--- src/rtl/ahb_master_burst_engine_if.sv ---
// Bundle of command, write/read streaming and AHB-Lite bus signals for the
// master burst engine. The master modport is the engine; the slave modport
// is whatever drives commands and models the bus slave.
interface ahb_master_burst_engine_if #(
    parameter int ADDR_WIDTH = 32,
    parameter int DATA_WIDTH = 32
);
    logic                      cmd_valid;
    logic                      cmd_ready;
    logic [ADDR_WIDTH-1:0]     cmd_addr;
    logic                      cmd_write;
    logic [2:0]                cmd_size;
    logic [2:0]                cmd_burst;
    logic                      wdata_valid;
    logic                      wdata_ready;
    logic [DATA_WIDTH-1:0]     wdata;
    logic                      rdata_valid;
    logic [DATA_WIDTH-1:0]     rdata;
    logic                      rdata_last;
    logic                      done;
    logic                      err;
    logic [ADDR_WIDTH-1:0]     haddr;
    logic [1:0]                htrans;
    logic                      hwrite;
    logic [2:0]                hsize;
    logic [2:0]                hburst;
    logic [3:0]                hprot;
    logic [DATA_WIDTH-1:0]     hwdata;
    logic [DATA_WIDTH/8-1:0]   hwstrb;
    logic                      hready;
    logic                      hresp;
    logic [DATA_WIDTH-1:0]     hrdata;

    modport master (
        input  cmd_valid, cmd_addr, cmd_write, cmd_size, cmd_burst,
        input  wdata_valid, wdata, hready, hresp, hrdata,
        output cmd_ready, wdata_ready, rdata_valid, rdata, rdata_last, done, err,
        output haddr, htrans, hwrite, hsize, hburst, hprot, hwdata, hwstrb
    );

    modport slave (
        output cmd_valid, cmd_addr, cmd_write, cmd_size, cmd_burst,
        output wdata_valid, wdata, hready, hresp, hrdata,
        input  cmd_ready, wdata_ready, rdata_valid, rdata, rdata_last, done, err,
        input  haddr, htrans, hwrite, hsize, hburst, hprot, hwdata, hwstrb
    );
endinterface

--- src/rtl/ahb_master_burst_engine.sv ---
// AHB-Lite master burst engine: takes one command per burst, drives the
// pipelined address/data phases, streams write data in through a one-entry
// holding register and read data out, and reports OKAY/ERROR completion.
//
// Handshakes: cmd_valid/cmd_ready and wdata_valid/wdata_ready transfer on a
// rising edge where both are high; valid must not depend on ready. rdata_valid,
// done and err are single-cycle pulses with no backpressure.
module ahb_master_burst_engine #(
    parameter int ADDR_WIDTH = 32,
    parameter int DATA_WIDTH = 32
) (
    input  logic                      hclk,
    input  logic                      hreset,
    ahb_master_burst_engine_if.master bus,
    output logic [1:0]                dbg_state
);
    localparam int SW = DATA_WIDTH / 8;
    localparam int LW = $clog2(SW);
    localparam logic [1:0] TR_IDLE   = 2'b00;
    localparam logic [1:0] TR_BUSY   = 2'b01;
    localparam logic [1:0] TR_NONSEQ = 2'b10;
    localparam logic [1:0] TR_SEQ    = 2'b11;

    typedef enum logic [1:0] {S_IDLE, S_ADDR, S_LAST, S_ERR} state_t;
    state_t state, state_n;

    // Address-phase registers and burst bookkeeping.
    logic [ADDR_WIDTH-1:0] haddr_q, nxt_addr;
    logic [1:0]            htrans_q;
    logic                  hwrite_q, wrap_q, first_q;
    logic [2:0]            hsize_q, hburst_q;
    logic [4:0]            beats_q, issue_left, fetch_left;
    // Write holding register, data phase tracking and result registers.
    logic                  hold_valid, dp_active, dp_last, dp_write;
    logic [DATA_WIDTH-1:0] hold_data, hwdata_q, rdata_q;
    logic [SW-1:0]         hwstrb_q, strb_c;
    logic                  rdata_valid_q, rdata_last_q, done_q, err_q;

    logic       ap_active, ap_accept, dp_ok, dp_err, err_end, cmd_fire, free;
    logic       wdata_ready_c, take, hold_nv, can_issue, last_accept, done_n;
    logic [4:0] beats_c;
    logic       wrap_c;

    // Next beat address: linear, or wrapped inside the (beats << size) block.
    function automatic logic [ADDR_WIDTH-1:0] next_addr(
        input logic [ADDR_WIDTH-1:0] a, input logic [2:0] size,
        input logic wrap, input logic [4:0] beats);
        logic [ADDR_WIDTH-1:0] lin, mask;
        lin  = a + (ADDR_WIDTH'(1) << size);
        mask = (ADDR_WIDTH'(beats) << size) - ADDR_WIDTH'(1);
        return wrap ? ((a & ~mask) | (lin & mask)) : lin;
    endfunction

    assign ap_active     = htrans_q[1];                        // NONSEQ or SEQ
    assign ap_accept     = ap_active && bus.hready;
    assign dp_ok         = dp_active && bus.hready && !bus.hresp;
    assign dp_err        = dp_active && bus.hresp && !bus.hready;
    assign err_end       = (state == S_ERR) && dp_active && bus.hresp && bus.hready;
    assign cmd_fire      = (state == S_IDLE) && bus.cmd_valid;
    assign free          = !ap_active || ap_accept;
    assign wdata_ready_c = (state == S_ADDR) && hwrite_q && (fetch_left != 5'd0) &&
                           (!hold_valid || ap_accept);
    assign take          = bus.wdata_valid && wdata_ready_c;
    assign hold_nv       = (hold_valid && !ap_accept) || take;
    assign can_issue     = (state == S_ADDR) && !dp_err && free && (issue_left != 5'd0) &&
                           (!hwrite_q || hold_nv);
    assign last_accept   = (state == S_ADDR) && ap_accept && (issue_left == 5'd0);
    assign done_n        = ((state == S_LAST) && dp_ok && dp_last) || err_end;

    // Decode beat count and wrap mode of the incoming command.
    always_comb begin
        beats_c = 5'd1;
        wrap_c  = 1'b0;
        case (bus.cmd_burst)
            3'b010, 3'b011: beats_c = 5'd4;
            3'b100, 3'b101: beats_c = 5'd8;
            3'b110, 3'b111: beats_c = 5'd16;
            default:        beats_c = 5'd1;
        endcase
        if (bus.cmd_burst == 3'b010 || bus.cmd_burst == 3'b100 || bus.cmd_burst == 3'b110)
            wrap_c = 1'b1;
    end

    // Byte strobes: every lane in the same size-aligned block as haddr.
    always_comb begin
        strb_c = '0;
        for (int i = 0; i < SW; i++)
            if ((i >> hsize_q) == (int'(haddr_q[LW-1:0]) >> hsize_q))
                strb_c[i] = 1'b1;
    end

    // State register.
    always_ff @(posedge hclk or posedge hreset) begin
        if (hreset) state <= S_IDLE;
        else        state <= state_n;
    end

    // Next-state logic; an error in a data phase outranks last-address acceptance.
    always_comb begin
        state_n = state;
        case (state)
            S_IDLE: if (cmd_fire) state_n = S_ADDR;
            S_ADDR: if (dp_err) state_n = S_ERR;
                    else if (last_accept) state_n = S_LAST;
            S_LAST: if (dp_err) state_n = S_ERR;
                    else if (dp_ok && dp_last) state_n = S_IDLE;
            S_ERR:  if (err_end) state_n = S_IDLE;
            default: state_n = S_IDLE;
        endcase
    end

    // Address phase, write holding register, data phase and result registers.
    always_ff @(posedge hclk or posedge hreset) begin
        if (hreset) begin
            haddr_q <= '0; nxt_addr <= '0; htrans_q <= TR_IDLE; hwrite_q <= 1'b0;
            hsize_q <= '0; hburst_q <= '0; wrap_q <= 1'b0; first_q <= 1'b0;
            beats_q <= '0; issue_left <= '0; fetch_left <= '0;
            hold_valid <= 1'b0; hold_data <= '0; hwdata_q <= '0; hwstrb_q <= '0;
            dp_active <= 1'b0; dp_last <= 1'b0; dp_write <= 1'b0;
            rdata_q <= '0; rdata_valid_q <= 1'b0; rdata_last_q <= 1'b0;
            done_q <= 1'b0; err_q <= 1'b0;
        end else begin
            // Address phase: reads put beat 0 on the bus straight from the command.
            if (cmd_fire) begin
                hwrite_q   <= bus.cmd_write;
                hsize_q    <= bus.cmd_size;
                hburst_q   <= (bus.cmd_burst == 3'b001) ? 3'b000 : bus.cmd_burst;
                wrap_q     <= wrap_c;
                beats_q    <= beats_c;
                first_q    <= bus.cmd_write;
                hold_valid <= 1'b0;
                if (bus.cmd_write) begin
                    htrans_q   <= TR_IDLE;
                    nxt_addr   <= bus.cmd_addr;
                    issue_left <= beats_c;
                    fetch_left <= beats_c;
                end else begin
                    htrans_q   <= TR_NONSEQ;
                    haddr_q    <= bus.cmd_addr;
                    nxt_addr   <= next_addr(bus.cmd_addr, bus.cmd_size, wrap_c, beats_c);
                    issue_left <= beats_c - 5'd1;
                    fetch_left <= 5'd0;
                end
            end else begin
                if (dp_err) begin
                    htrans_q <= TR_IDLE;
                end else if (state == S_ADDR && free) begin
                    if (can_issue) begin
                        htrans_q   <= first_q ? TR_NONSEQ : TR_SEQ;
                        haddr_q    <= nxt_addr;
                        nxt_addr   <= next_addr(nxt_addr, hsize_q, wrap_q, beats_q);
                        issue_left <= issue_left - 5'd1;
                        first_q    <= 1'b0;
                    end else if (issue_left != 5'd0 && !first_q) begin
                        htrans_q <= TR_BUSY;
                        haddr_q  <= nxt_addr;
                    end else begin
                        htrans_q <= TR_IDLE;
                    end
                end
                if (take) begin
                    hold_data  <= bus.wdata;
                    hold_valid <= 1'b1;
                    fetch_left <= fetch_left - 5'd1;
                end else if (ap_accept) begin
                    hold_valid <= 1'b0;
                end
            end

            // Data phase opens on address acceptance and closes on hready.
            if (ap_accept) begin
                dp_active <= 1'b1;
                dp_last   <= (issue_left == 5'd0);
                dp_write  <= hwrite_q;
                hwstrb_q  <= strb_c;
                if (hwrite_q) hwdata_q <= hold_data;
            end else if (bus.hready) begin
                dp_active <= 1'b0;
            end

            rdata_valid_q <= dp_ok && !dp_write && (state != S_ERR);
            rdata_last_q  <= dp_ok && !dp_write && (state != S_ERR) && dp_last;
            if (dp_ok && !dp_write) rdata_q <= bus.hrdata;
            done_q <= done_n;
            err_q  <= err_end;
        end
    end

    assign bus.cmd_ready   = (state == S_IDLE);
    assign bus.wdata_ready = wdata_ready_c;
    assign bus.rdata_valid = rdata_valid_q;
    assign bus.rdata       = rdata_q;
    assign bus.rdata_last  = rdata_last_q;
    assign bus.done        = done_q;
    assign bus.err         = err_q;
    assign bus.haddr       = haddr_q;
    assign bus.htrans      = htrans_q;
    assign bus.hwrite      = hwrite_q;
    assign bus.hsize       = hsize_q;
    assign bus.hburst      = hburst_q;
    assign bus.hprot       = 4'b0011;
    assign bus.hwdata      = hwdata_q;
    assign bus.hwstrb      = hwstrb_q;
    assign dbg_state       = state;
endmodule

--- src/flat_wrapper.sv ---
// flat-port wrapper written by rule: the top's interface ports become plain ports
module ahb_master_burst_engine_flat 
#(
    parameter int ADDR_WIDTH = 32,
    parameter int DATA_WIDTH = 32
)
  (hclk, hreset, dbg_state, bus_cmd_valid, bus_cmd_addr, bus_cmd_write, bus_cmd_size, bus_cmd_burst, bus_wdata_valid, bus_wdata, bus_hready, bus_hresp, bus_hrdata, bus_cmd_ready, bus_wdata_ready, bus_rdata_valid, bus_rdata, bus_rdata_last, bus_done, bus_err, bus_haddr, bus_htrans, bus_hwrite, bus_hsize, bus_hburst, bus_hprot, bus_hwdata, bus_hwstrb);
  ahb_master_burst_engine_if #(.ADDR_WIDTH(ADDR_WIDTH), .DATA_WIDTH(DATA_WIDTH)) bus_i ();
  input  logic hclk;
  input  logic hreset;
  output logic [1:0] dbg_state;
  input wire logic [$bits(bus_i.cmd_valid)-1:0] bus_cmd_valid;
  input wire logic [$bits(bus_i.cmd_addr)-1:0] bus_cmd_addr;
  input wire logic [$bits(bus_i.cmd_write)-1:0] bus_cmd_write;
  input wire logic [$bits(bus_i.cmd_size)-1:0] bus_cmd_size;
  input wire logic [$bits(bus_i.cmd_burst)-1:0] bus_cmd_burst;
  input wire logic [$bits(bus_i.wdata_valid)-1:0] bus_wdata_valid;
  input wire logic [$bits(bus_i.wdata)-1:0] bus_wdata;
  input wire logic [$bits(bus_i.hready)-1:0] bus_hready;
  input wire logic [$bits(bus_i.hresp)-1:0] bus_hresp;
  input wire logic [$bits(bus_i.hrdata)-1:0] bus_hrdata;
  output wire logic [$bits(bus_i.cmd_ready)-1:0] bus_cmd_ready;
  output wire logic [$bits(bus_i.wdata_ready)-1:0] bus_wdata_ready;
  output wire logic [$bits(bus_i.rdata_valid)-1:0] bus_rdata_valid;
  output wire logic [$bits(bus_i.rdata)-1:0] bus_rdata;
  output wire logic [$bits(bus_i.rdata_last)-1:0] bus_rdata_last;
  output wire logic [$bits(bus_i.done)-1:0] bus_done;
  output wire logic [$bits(bus_i.err)-1:0] bus_err;
  output wire logic [$bits(bus_i.haddr)-1:0] bus_haddr;
  output wire logic [$bits(bus_i.htrans)-1:0] bus_htrans;
  output wire logic [$bits(bus_i.hwrite)-1:0] bus_hwrite;
  output wire logic [$bits(bus_i.hsize)-1:0] bus_hsize;
  output wire logic [$bits(bus_i.hburst)-1:0] bus_hburst;
  output wire logic [$bits(bus_i.hprot)-1:0] bus_hprot;
  output wire logic [$bits(bus_i.hwdata)-1:0] bus_hwdata;
  output wire logic [$bits(bus_i.hwstrb)-1:0] bus_hwstrb;
  assign bus_i.cmd_valid = bus_cmd_valid;
  assign bus_i.cmd_addr = bus_cmd_addr;
  assign bus_i.cmd_write = bus_cmd_write;
  assign bus_i.cmd_size = bus_cmd_size;
  assign bus_i.cmd_burst = bus_cmd_burst;
  assign bus_i.wdata_valid = bus_wdata_valid;
  assign bus_i.wdata = bus_wdata;
  assign bus_i.hready = bus_hready;
  assign bus_i.hresp = bus_hresp;
  assign bus_i.hrdata = bus_hrdata;
  assign bus_cmd_ready = bus_i.cmd_ready;
  assign bus_wdata_ready = bus_i.wdata_ready;
  assign bus_rdata_valid = bus_i.rdata_valid;
  assign bus_rdata = bus_i.rdata;
  assign bus_rdata_last = bus_i.rdata_last;
  assign bus_done = bus_i.done;
  assign bus_err = bus_i.err;
  assign bus_haddr = bus_i.haddr;
  assign bus_htrans = bus_i.htrans;
  assign bus_hwrite = bus_i.hwrite;
  assign bus_hsize = bus_i.hsize;
  assign bus_hburst = bus_i.hburst;
  assign bus_hprot = bus_i.hprot;
  assign bus_hwdata = bus_i.hwdata;
  assign bus_hwstrb = bus_i.hwstrb;
  ahb_master_burst_engine #(.ADDR_WIDTH(ADDR_WIDTH), .DATA_WIDTH(DATA_WIDTH)) u_core (.hclk(hclk), .hreset(hreset), .bus(bus_i), .dbg_state(dbg_state));
endmodule
--- config.mk ---
export PLATFORM = sky130hd
export DESIGN_NAME = ahb_master_burst_engine_flat
export DESIGN_NICKNAME = d
export VERILOG_FILES = /design/src/rtl/ahb_master_burst_engine_if.sv /design/src/rtl/ahb_master_burst_engine.sv /design/src/flat_wrapper.sv
export SDC_FILE = /design/constraint.sdc
export NUM_CORES = 1
export LEC_CHECK = 0
export ABC_AREA = 1
export CORE_ASPECT_RATIO = 1.25
export CORE_UTILIZATION = 53
export DETAILED_ROUTE_END_ITERATION = 7
export PLACE_DENSITY = 0.81
export SLEW_MARGIN = 20
export SYNTH_ARGS = -nofsm -noshare
export SYNTH_HDL_FRONTEND = slang
export SYNTH_SLANG_ARGS = --single-unit
--- constraint.sdc ---
create_clock -name hclk -period 9.2 [get_ports hclk]
set_input_delay 2.76 -clock hclk [delete_from_list [all_inputs] [get_ports hclk]]
set_output_delay 2.76 -clock hclk [all_outputs]
set_load 0.005 [all_outputs]
; Word level (Yosys, flattened, before mapping)
; Index checks and enable logic that the tools add are counted.
[word_totals]
regBits = 200
inputBits = 109
out_inout_bits = 121
wordCells = 184
[classes]
add_sub_neg = 7
n_eq_ne = 21
shifts = 9
n_mux = 51
n_bitwise = 9
reduce_logical = 63
[op_table]
columns = op, n
row1 = 2-to-1 mux 32 bit, 13
row2 = AND 32 bit, 4
row3 = == test 32 bit, 4
row4 = adder 32 bit, 2
row5 = inverter 32 bit, 2
row6 = bitwise OR 32 bit, 2
row7 = << shifter 1 x 3 -> 32 bit (first input constant), 2
row8 = << shifter 5 x 3 -> 32 bit, 2
row9 = >> shifter 1 x 3 -> 32 bit (first input constant), 2
row10 = >> shifter 2 x 3 -> 32 bit (first input constant), 2
row11 = subtractor 32 x 1 -> 32 bit (second input constant), 2
row12 = 2-to-1 mux 5 bit, 8
row13 = >> shifter 2 x 3 -> 32 bit, 1
row14 = logical AND 1 bit, 28
row15 = 2-to-1 mux 2 bit, 11
row16 = 2-to-1 mux 1 bit, 16
row17 = one-hot mux 5 bit (3 select lines), 1
row18 = subtractor 5 x 1 -> 5 bit (second input constant), 3
row19 = == test 3 bit (second input constant), 4
row20 = nonzero test 5 bit, 2
row21 = logical NOT 1 bit, 9
row22 = nonzero test 3 bit, 3
row23 = one-hot mux 2 bit (4 select lines), 1
row24 = AND reduction 4 bit, 2
row25 = other kinds (17), 34

; Depth between registers and ports, before layout
; Gate-level depths: netlist of run 1.
[depth]
word_depth = 12
depth_mapped = 20
ltp_nobuf = 19

; Worst setup path after synthesis of run 1
; No wires, ideal clock.
[synth_path]
path_type = input to output
startpoint = input port bus_hready
endpoint = output port bus_wdata_ready
t_arrival_ns = 3.234
t_required_ns = 6.440
path_slack_ns = 3.206
stages = 5
n_path_buf = 0
path_cell_list = nand2_2 -> inv_2 -> nor2_2 -> nor2_2 -> and2_1
[synth_via]
elab_chain_cells = 3
[synth_lines]
columns = item, line
row1 = from (decl), flat_wrapper.sv:19  ; input wire logic [$bits(bus_i.hready)-1:0] bus_hready;
row2 = logical AND 1 bit, ahb_master_burst_engine.sv:55  ; assign ap_accept = ap_active && bus.hready;
row3 = logical OR 1 bit, ahb_master_burst_engine.sv:62  ; (!hold_valid || ap_accept);
row4 = logical AND 1 bit, ahb_master_burst_engine.sv:61  ; assign wdata_ready_c = (state == S_ADDR) && hwrite_q && (fetch_left != 5'd0) &&
row5 = to (decl), flat_wrapper.sv:23  ; output wire logic [$bits(bus_i.wdata_ready)-1:0] bus_wdata_ready;
; Every way passes these cells.

; Worst setup path in the final report of run 1
; Same ends and word-level chain as after synthesis.

==> results of run 1 <==
==> layer usage <==
| metal | part of all wire | track usage | wire, um |
|---|---|---|---|
| met4 | 0.025 | 0.104 | 868 |
| met1 | 0.42 | 0.381 | 14400 |
| met2 | 0.49 | 0.525 | 16900 |
| met5 | 0 | 0 | 0 |
| met3 | 0.064 | 0.0475 | 2190 |
==> Yosys cell counts, types with 14 or more instances <==
library cell | count | area share
dfrtp_1 | 199 | 0.42
o21ai_0 | 142 | 0.060
nand3_1 | 99 | 0.042
nor2_1 | 166 | 0.052
inv_1 | 178 | 0.056
nand4_1 | 23 | 0.012
ha_1 | 26 | 0.027
xor2_1 | 17 | 0.012
nand2_2 | 14 | 0.0073
nand2_1 | 433 | 0.14
a31oi_1 | 35 | 0.018
a21oi_1 | 49 | 0.021
inv_2 | 15 | 0.0047
clkbuf_1 | 32 | 0.010
mux2_2 | 33 | 0.031
nor3_1 | 24 | 0.010
==> worst max-delay path: stages <==
cell             delay [ns]
clkdlybuf4s50_1        0.56
nand2_2                0.14
inv_2                  0.14
nor2_2                 0.06
nor2_2                 0.13
and2_1                 0.14
clkdlybuf4s50_1        0.52
==> worst min path at each step <==
stage	end	cells after the start	slack, ns
floorplan	u_core.bus.hburst[2]$_DFFE_PP0P_	2	0.47
global placement	u_core.bus.hburst[2]$_DFFE_PP0P_	2	0.46
detailed placement	u_core.bus.hwdata[8]$_DFFE_PP0P_	2	0.47
CTS	u_core.bus.hwdata[8]$_DFFE_PP0P_	2	0.49
global route	u_core.bus.hwdata[14]$_DFFE_PP0P_	2	0.51
finish	u_core.bus.hwdata[14]$_DFFE_PP0P_	2	0.49
==> through the flow <==
stage	setup slack, ns	cell area (um^2)	hold slack (ns)
finish	1.99	14900	0.490
global route	1.88	14900	0.515
CTS	2.00	14900	0.492
detailed placement	2.02	14300	0.473
global placement	2.04	14300	0.460
floorplan	1.01	11900	0.465
==> where the power goes <==
part           internal [mW]  leakage [nW]  switching, mW
Clock                  0.369         0.288          0.399
Sequential              1.30          2.40          0.310
Combinational           1.11          4.24           1.40
Total                   2.78          6.93           2.11
==> final cells by class <==
cell class,instances,area share
clock buffers,18,0.0288
clock inverters,14,0.0117
inverters,194,0.0494
multi-input cells,1161,0.398
flip-flops and latches,199,0.334
well taps,283,0.0238
repair buffers,230,0.154
==> kinds of logic (layout without fill, tap and decap cells) <==
group,Yosys count,in the layout
AND/OR/NAND/NOR,793,793
AO/OA/AOI/OAI,278,278
buffers and inverters,254,456
flip-flops,199,199
multiplexers,33,33
adder cells (fa/ha/maj),28,28
XOR/XNOR,25,25
other,2,4
==> impl_metrics.toml, run 1 <==
[outcome]
outcome = "finished clean"

[final_layout]
layout_common_cells = "nand2_1, clkdlybuf4s50_1, dfrtp_1"
finish.utilization = 0.673
syn2layout_area_growth_pct = 24.8
mostFrequentLayoutCell = "nand2_1"
finalNetCount = 1940
num_antenna_cells = 0
drive_gt1_frac = 0.0716
multi_input_area_um2 = 5930
final_cells = 2099
seq_area_um2 = 4980
nFillCells = 1883

[synthesis]
synth_top_family_by_area = "simple AND/OR/NAND/NOR gates"
yosys.area_share.adder = 0.0306
syn-cell-area_um2 = 11900
ys_async_sr_fraction = 1.00
synth-compound-area-share = 0.132
ys_warn_count = 0
synthCells = 1612
ys.flop_type = "dfrtp_1"
synth-xor-area-share = 0.0183
ys_seq_elements = 199
synth_edf_count = 0
yosys.area_share.simple = 0.283
yosys-mux-area-fraction = 0.0311
synth_cell_type_count = 57
avgSynthCellArea_um2 = 7.41
ys_seq_area_frac = 0.417

[clock_tree]
cts_max_path_buffers = 2
ctsRootBufferMaster = "clkbuf_16"
cts-resized-gates = 0
cts_setup_buffers = 0
cts_tree = "done"
cts_sinks = 199
htreeDepth = 4
clock_latency_ns = 0.46
cts-hold-fix-buffers = 0
clk_pin_slew_ns = 0.08
cts_buffers = 17

[worst_setup_path]
critPathLaunchType = "input port"
worstRegToRegCells = 17
rrSetupSlack_ns = 5.54
cp-endpoint = "bus_wdata_ready"
r2r-start = "u_core.bus.hsize[2]$_DFFE_PP0P_"
setup.worst_path.start = "bus_hready"
crit_type = "in2out"
worst_ep_required_time_ns = 6.44
end_kind = "output port"
critPathMaxFanout = 7
worstPathArrival_ns = 4.45

[job]
cap_violations = 0

[global_routing]
grt_pass1_wl_um = 55200
grt_pass1_vias = 11200
grt_max_degree = 122
antenna_found_initial = 0
gr-total-overflow = 0
grt_usage = 0.303

[timing]
slew_headroom = 0.339
slew_violations = 0
fmax_ghz = 0.139
tightest_slew_ns = 0.990
grt_setup_unrepaired = "false"
setup_violations = 0
fin_skew_ns = 0.0155
fin_crit_ns = 7.21
fin_tns_setup_ns = 0
hold_viol_final = 0
finalCritPeriodShare = 0.784

[power_and_ir_drop]
power_density_nw_per_um2 = 328
total_power_mw = 4.89
peakVddDrop_mv = 0.171
p_leak_nw = 6.93

[place]
portBuffers = 225
gp_congestion = 0.954
hpwl_um = 25300
dp.cells = 2067

[floorplan]
die_h_um = 170
core_um2 = 22100
die_w_um = 136
io-pin-count = 230
dieArea_um2 = 23100
row_count = 61
initial_utilization = 0.539

[drt]
wl_per_cell_um = 16.4
vias_per_cell = 5.50
dr.first_iter.drc_count = 727
wirelength_um = 34400
drtAntennaViolNets = 0
route.detailed.drc = 0
via_count = 11500
drtPass1Iterations = 5

[worst_hold_path]
hold_path.class = "reg2reg"
hold_start = "u_core.bus.hwdata[14]$_DFFE_PP0P_"
Power figures use the tool's default switching activity.
==> run 2: changes to the inputs <==
Clock period 9.2 ns to 7.1 ns, I/O delays scaled along.
==> impl_metrics.toml, run 2 (synthesized netlist as in run 1, its figures left out) <==
[outcome]
outcome = "finished clean"

[job]
cap_violations = 0

[timing]
fin_crit_ns = 5.96
finalCritPeriodShare = 0.839
fin_tns_setup_ns = 0
slew_headroom = 0.372
hold_ws_ns = 0.482
fin_skew_ns = 0.0125
worst_slack_ns = 1.14
grt_setup_unrepaired = "false"
fmax_ghz = 0.168
slew_violations = 0
hold_viol_final = 0
tightest_slew_ns = 0.942
setup_violations = 0

[clock_tree]
clk_pin_slew_ns = 0.07
cts-hold-fix-buffers = 0
ctsRootBufferMaster = "clkbuf_16"
cts_sinks = 199
cts_setup_buffers = 0
cts-resized-gates = 0
htreeDepth = 4
clock_latency_ns = 0.45
cts_max_path_buffers = 2
cts_tree = "done"
cts_buffers = 17

[drt]
drtPass1Iterations = 5
dr.first_iter.drc_count = 836
wirelength_um = 35200
vias_per_cell = 5.52
wl_per_cell_um = 16.7
route.detailed.drc = 0
via_count = 11600
drtAntennaViolNets = 0

[place]
gp_congestion = 0.954
dp.cells = 2069
dp_slack_ns = 1.16
portBuffers = 225
hpwl_um = 25600
placed_cell_area_um2 = 14300

[worst_setup_path]
crit_type = "in2out"
worstRegToRegCells = 16
r2r-start = "u_core.bus.hsize[2]$_DFFE_PP0P_"
critPathLaunchType = "input port"
worst_ep_required_time_ns = 4.97
critPathMaxFanout = 7
rrSetupSlack_ns = 3.37
setup.worst_path.start = "bus_hready"
end_kind = "output port"
worstPathArrival_ns = 3.83

[floorplan]
io-pin-count = 230
dieArea_um2 = 23100
die_h_um = 170
row_count = 61
die_w_um = 136
initial_utilization = 0.539
core_um2 = 22100

[power_and_ir_drop]
peakVddDrop_mv = 0.227
total_power_mw = 6.40
power_density_nw_per_um2 = 429
p_leak_nw = 6.95

[global_routing]
grt_usage = 0.310
grt_pass1_vias = 11000
antenna_found_initial = 0
gr-total-overflow = 0
grt_pass1_wl_um = 55600
grt_max_degree = 153

[final_layout]
drive_gt1_frac = 0.0732
fin_area_um2 = 14900
syn2layout_area_growth_pct = 25.1
mostFrequentLayoutCell = "nand2_1"
num_antenna_cells = 0
final_cells = 2101
finalNetCount = 1942
layout_common_cells = "nand2_1, clkdlybuf4s50_1, dfrtp_1"
finish.utilization = 0.675

[worst_hold_path]
hold_start = "u_core.bus.hburst[2]$_DFFE_PP0P_"
hold_path.class = "reg2reg"
hold_path_depth = 2
hold_end = "u_core.bus.hburst[2]$_DFFE_PP0P_"
## run 2: changes by cell type in the layout (fill, tap and decap cells not counted), sizes merged
cell | before | now
buf | 5 | 7
bufinv | 0 | 3
clkinv | 8 | 4
clkinvlp | 1 | 3
inv | 199 | 198
## run 2: cell type report
| type | instances | area [um^2] |
|---|---|---|
| Timing Repair Buffer | 232 | 2320 |
| Inverter | 194 | 732 |
| Multi-Input combinational cell | 1161 | 5930 |
| Tap cell | 283 | 354 |
| Fill cell | 1868 | 7200 |
| Clock buffer | 18 | 439 |
| Clock inverter | 14 | 183 |
| Sequential cell | 199 | 4980 |
## run 2: routing by layer
layer | GRT usage | up-vias | wire length [um]
li1 | - | 5612 | -
met1 | 0.396 | 5390 | 14500
met2 | 0.518 | 505 | 17000
met3 | 0.0481 | 93 | 2430
met4 | 0.132 | 0 | 1240
met5 | 0 | - | 0
## run 2: worst max path at each step
stage                 endpoint  slack, ns  cells after the start
6_report       bus_wdata_ready       1.14                      7
5_1_grt        bus_wdata_ready       1.07                      7
4_1_cts        bus_wdata_ready       1.15                      7
3_5_place_dp   bus_wdata_ready       1.16                      7
3_3_place_gp   bus_wdata_ready       1.21                      7
2_1_floorplan  bus_wdata_ready       2.37                      5
## run 2: critical path: stages
cell             delay [ns]
clkdlybuf4s50_1        0.56
nand2_2                0.13
inv_2                  0.14
nor2_2                 0.06
nor2_2                 0.13
and2_1                 0.14
clkdlybuf4s50_1        0.54
## run 2: report_power, final
group          switching [mW]  internal, mW  leakage, nW
Combinational            1.83          1.44         4.25
Clock                   0.463         0.573        0.300
Sequential              0.404          1.69         2.40
Total                    2.70          3.70         6.95
==> run 3: changes to the inputs <==
Settings changed: CORE_UTILIZATION 53 to 48, PLACE_DENSITY 0.81 to 0.78.
Clock period 7.1 ns to 5.3 ns, I/O delays scaled along.
==> impl_metrics.toml, run 3 (synthesized netlist as in run 1, its figures left out) <==
[worst_hold_path]
hold_start = "u_core.bus.hwdata[22]$_DFFE_PP0P_"
hold_path_depth = 2
hold_end = "u_core.bus.hwdata[22]$_DFFE_PP0P_"
hold_path.class = "reg2reg"

[floorplan]
io-pin-count = 230
die_w_um = 143
dieArea_um2 = 25500
core_um2 = 24400
initial_utilization = 0.489
die_h_um = 178
row_count = 64

[clock_tree]
clock_latency_ns = 0.44
cts-resized-gates = 0
cts-hold-fix-buffers = 0
ctsRootBufferMaster = "clkbuf_16"
cts_buffers = 17
cts_setup_buffers = 0
cts_tree = "done"
cts_max_path_buffers = 2
cts_sinks = 199
htreeDepth = 4
clk_pin_slew_ns = 0.07

[worst_setup_path]
critical-path-slowest-cell = "clkdlybuf4s50_1"
end_kind = "output port"
worst_ep_required_time_ns = 3.71
max_stage_delay_ns = 0.56
crit_type = "in2out"
worstPathArrival_ns = 3.26
rrSetupSlack_ns = 1.51
critPathMaxFanout = 7
worstRegToRegCells = 16
critPathLaunchType = "input port"
r2r-start = "u_core.bus.hsize[2]$_DFFE_PP0P_"
crit_path_cell_trace = "clkdlybuf4s50_1 -> nand2_2 -> inv_2 -> nor2_2 -> nor2_2 -> and2_1 -> clkdlybuf4s50_1"

[final_layout]
syn2layout_area_growth_pct = 26.1
seq_area_um2 = 4980
final_cells = 2158
fin_area_um2 = 15100
num_antenna_cells = 0
layout_common_cells = "nand2_1, clkdlybuf4s50_1, dfrtp_1"
mostFrequentLayoutCell = "nand2_1"
nFillCells = 2256
finalNetCount = 1952
finish.utilization = 0.616
multi_input_area_um2 = 5930
drive_gt1_frac = 0.0782

[power_and_ir_drop]
p_leak_nw = 6.99
peakVddDrop_mv = 0.312
total_power_mw = 8.52
power_density_nw_per_um2 = 566

[global_routing]
antenna_found_initial = 0
grt_pass1_wl_um = 56700
grt_max_degree = 92
gr-total-overflow = 0
grt_pass1_vias = 11300
grt_usage = 0.285

[timing]
fmax_ghz = 0.206
finalCritPeriodShare = 0.914
worst_slack_ns = 0.455
hold_viol_final = 0
slew_violations = 0
fin_crit_ns = 4.85
fin_skew_ns = 0.0103
tightest_slew_ns = 1.05
setup_violations = 0
hold_ws_ns = 0.484
fin_tns_setup_ns = 0
slew_headroom = 0.296
grt_setup_unrepaired = "false"

[drt]
drtPass1Iterations = 6
drtAntennaViolNets = 0
dr.first_iter.drc_count = 864
route.detailed.drc = 0
via_count = 11700
wl_per_cell_um = 16.4
wirelength_um = 35500
vias_per_cell = 5.43

[place]
gp_congestion = 0.968
portBuffers = 225
dp.cells = 2126
placed_cell_area_um2 = 14500
hpwl_um = 26600
dp_slack_ns = 0.372

[job]
cap_violations = 0

[outcome]
outcome = "finished clean"
[run 3: worst max path at each step]
| stage | slack [ns] | startpoint | endpoint |
|---|---|---|---|
| 2_1_floorplan | 1.14 | hreset | async pin |
| 3_3_place_gp | 0.47 | bus_hready | bus_wdata_ready |
| 3_5_place_dp | 0.37 | bus_cmd_size[0] | flop |
| 4_1_cts | 0.45 | bus_hready | bus_wdata_ready |
| 5_1_grt | 0.35 | bus_cmd_size[0] | flop |
| 6_report | 0.45 | bus_hready | bus_wdata_ready |
[run 3: layout make-up]
class	instances	share of cell area
multi-input combinational	1161	0.394
clock buffer	19	0.0294
inverter	194	0.0486
timing repair buffer	242	0.161
sequential	199	0.331
tap	330	0.0274
clock inverter	13	0.00889
[run 3: where the power goes]
group | leakage [nW] | switching, mW | total, mW | internal [mW]
registers | 2.40 | 0.548 | 2.81 | 2.26
clock network | 0.273 | 0.625 | 1.30 | 0.676
logic | 4.31 | 2.45 | 4.40 | 1.95
total | 6.99 | 3.63 | 8.52 | 4.89
[run 3: metal layers]
layer  track usage  share of wire  up-vias  routed length, um
li1              -              -     5630                  -
met1         0.353           0.41     5504              14400
met2         0.486           0.48      504              17200
met3        0.0481          0.074       83               2620
met4         0.125          0.035        0               1250
met5             0              0        -                  0
[run 3: worst max-delay path, delay by kind of cell]
kind                   cells  cell delay [ns]
and+or+nand+nor            4             0.45
buffers and inverters      3             1.21
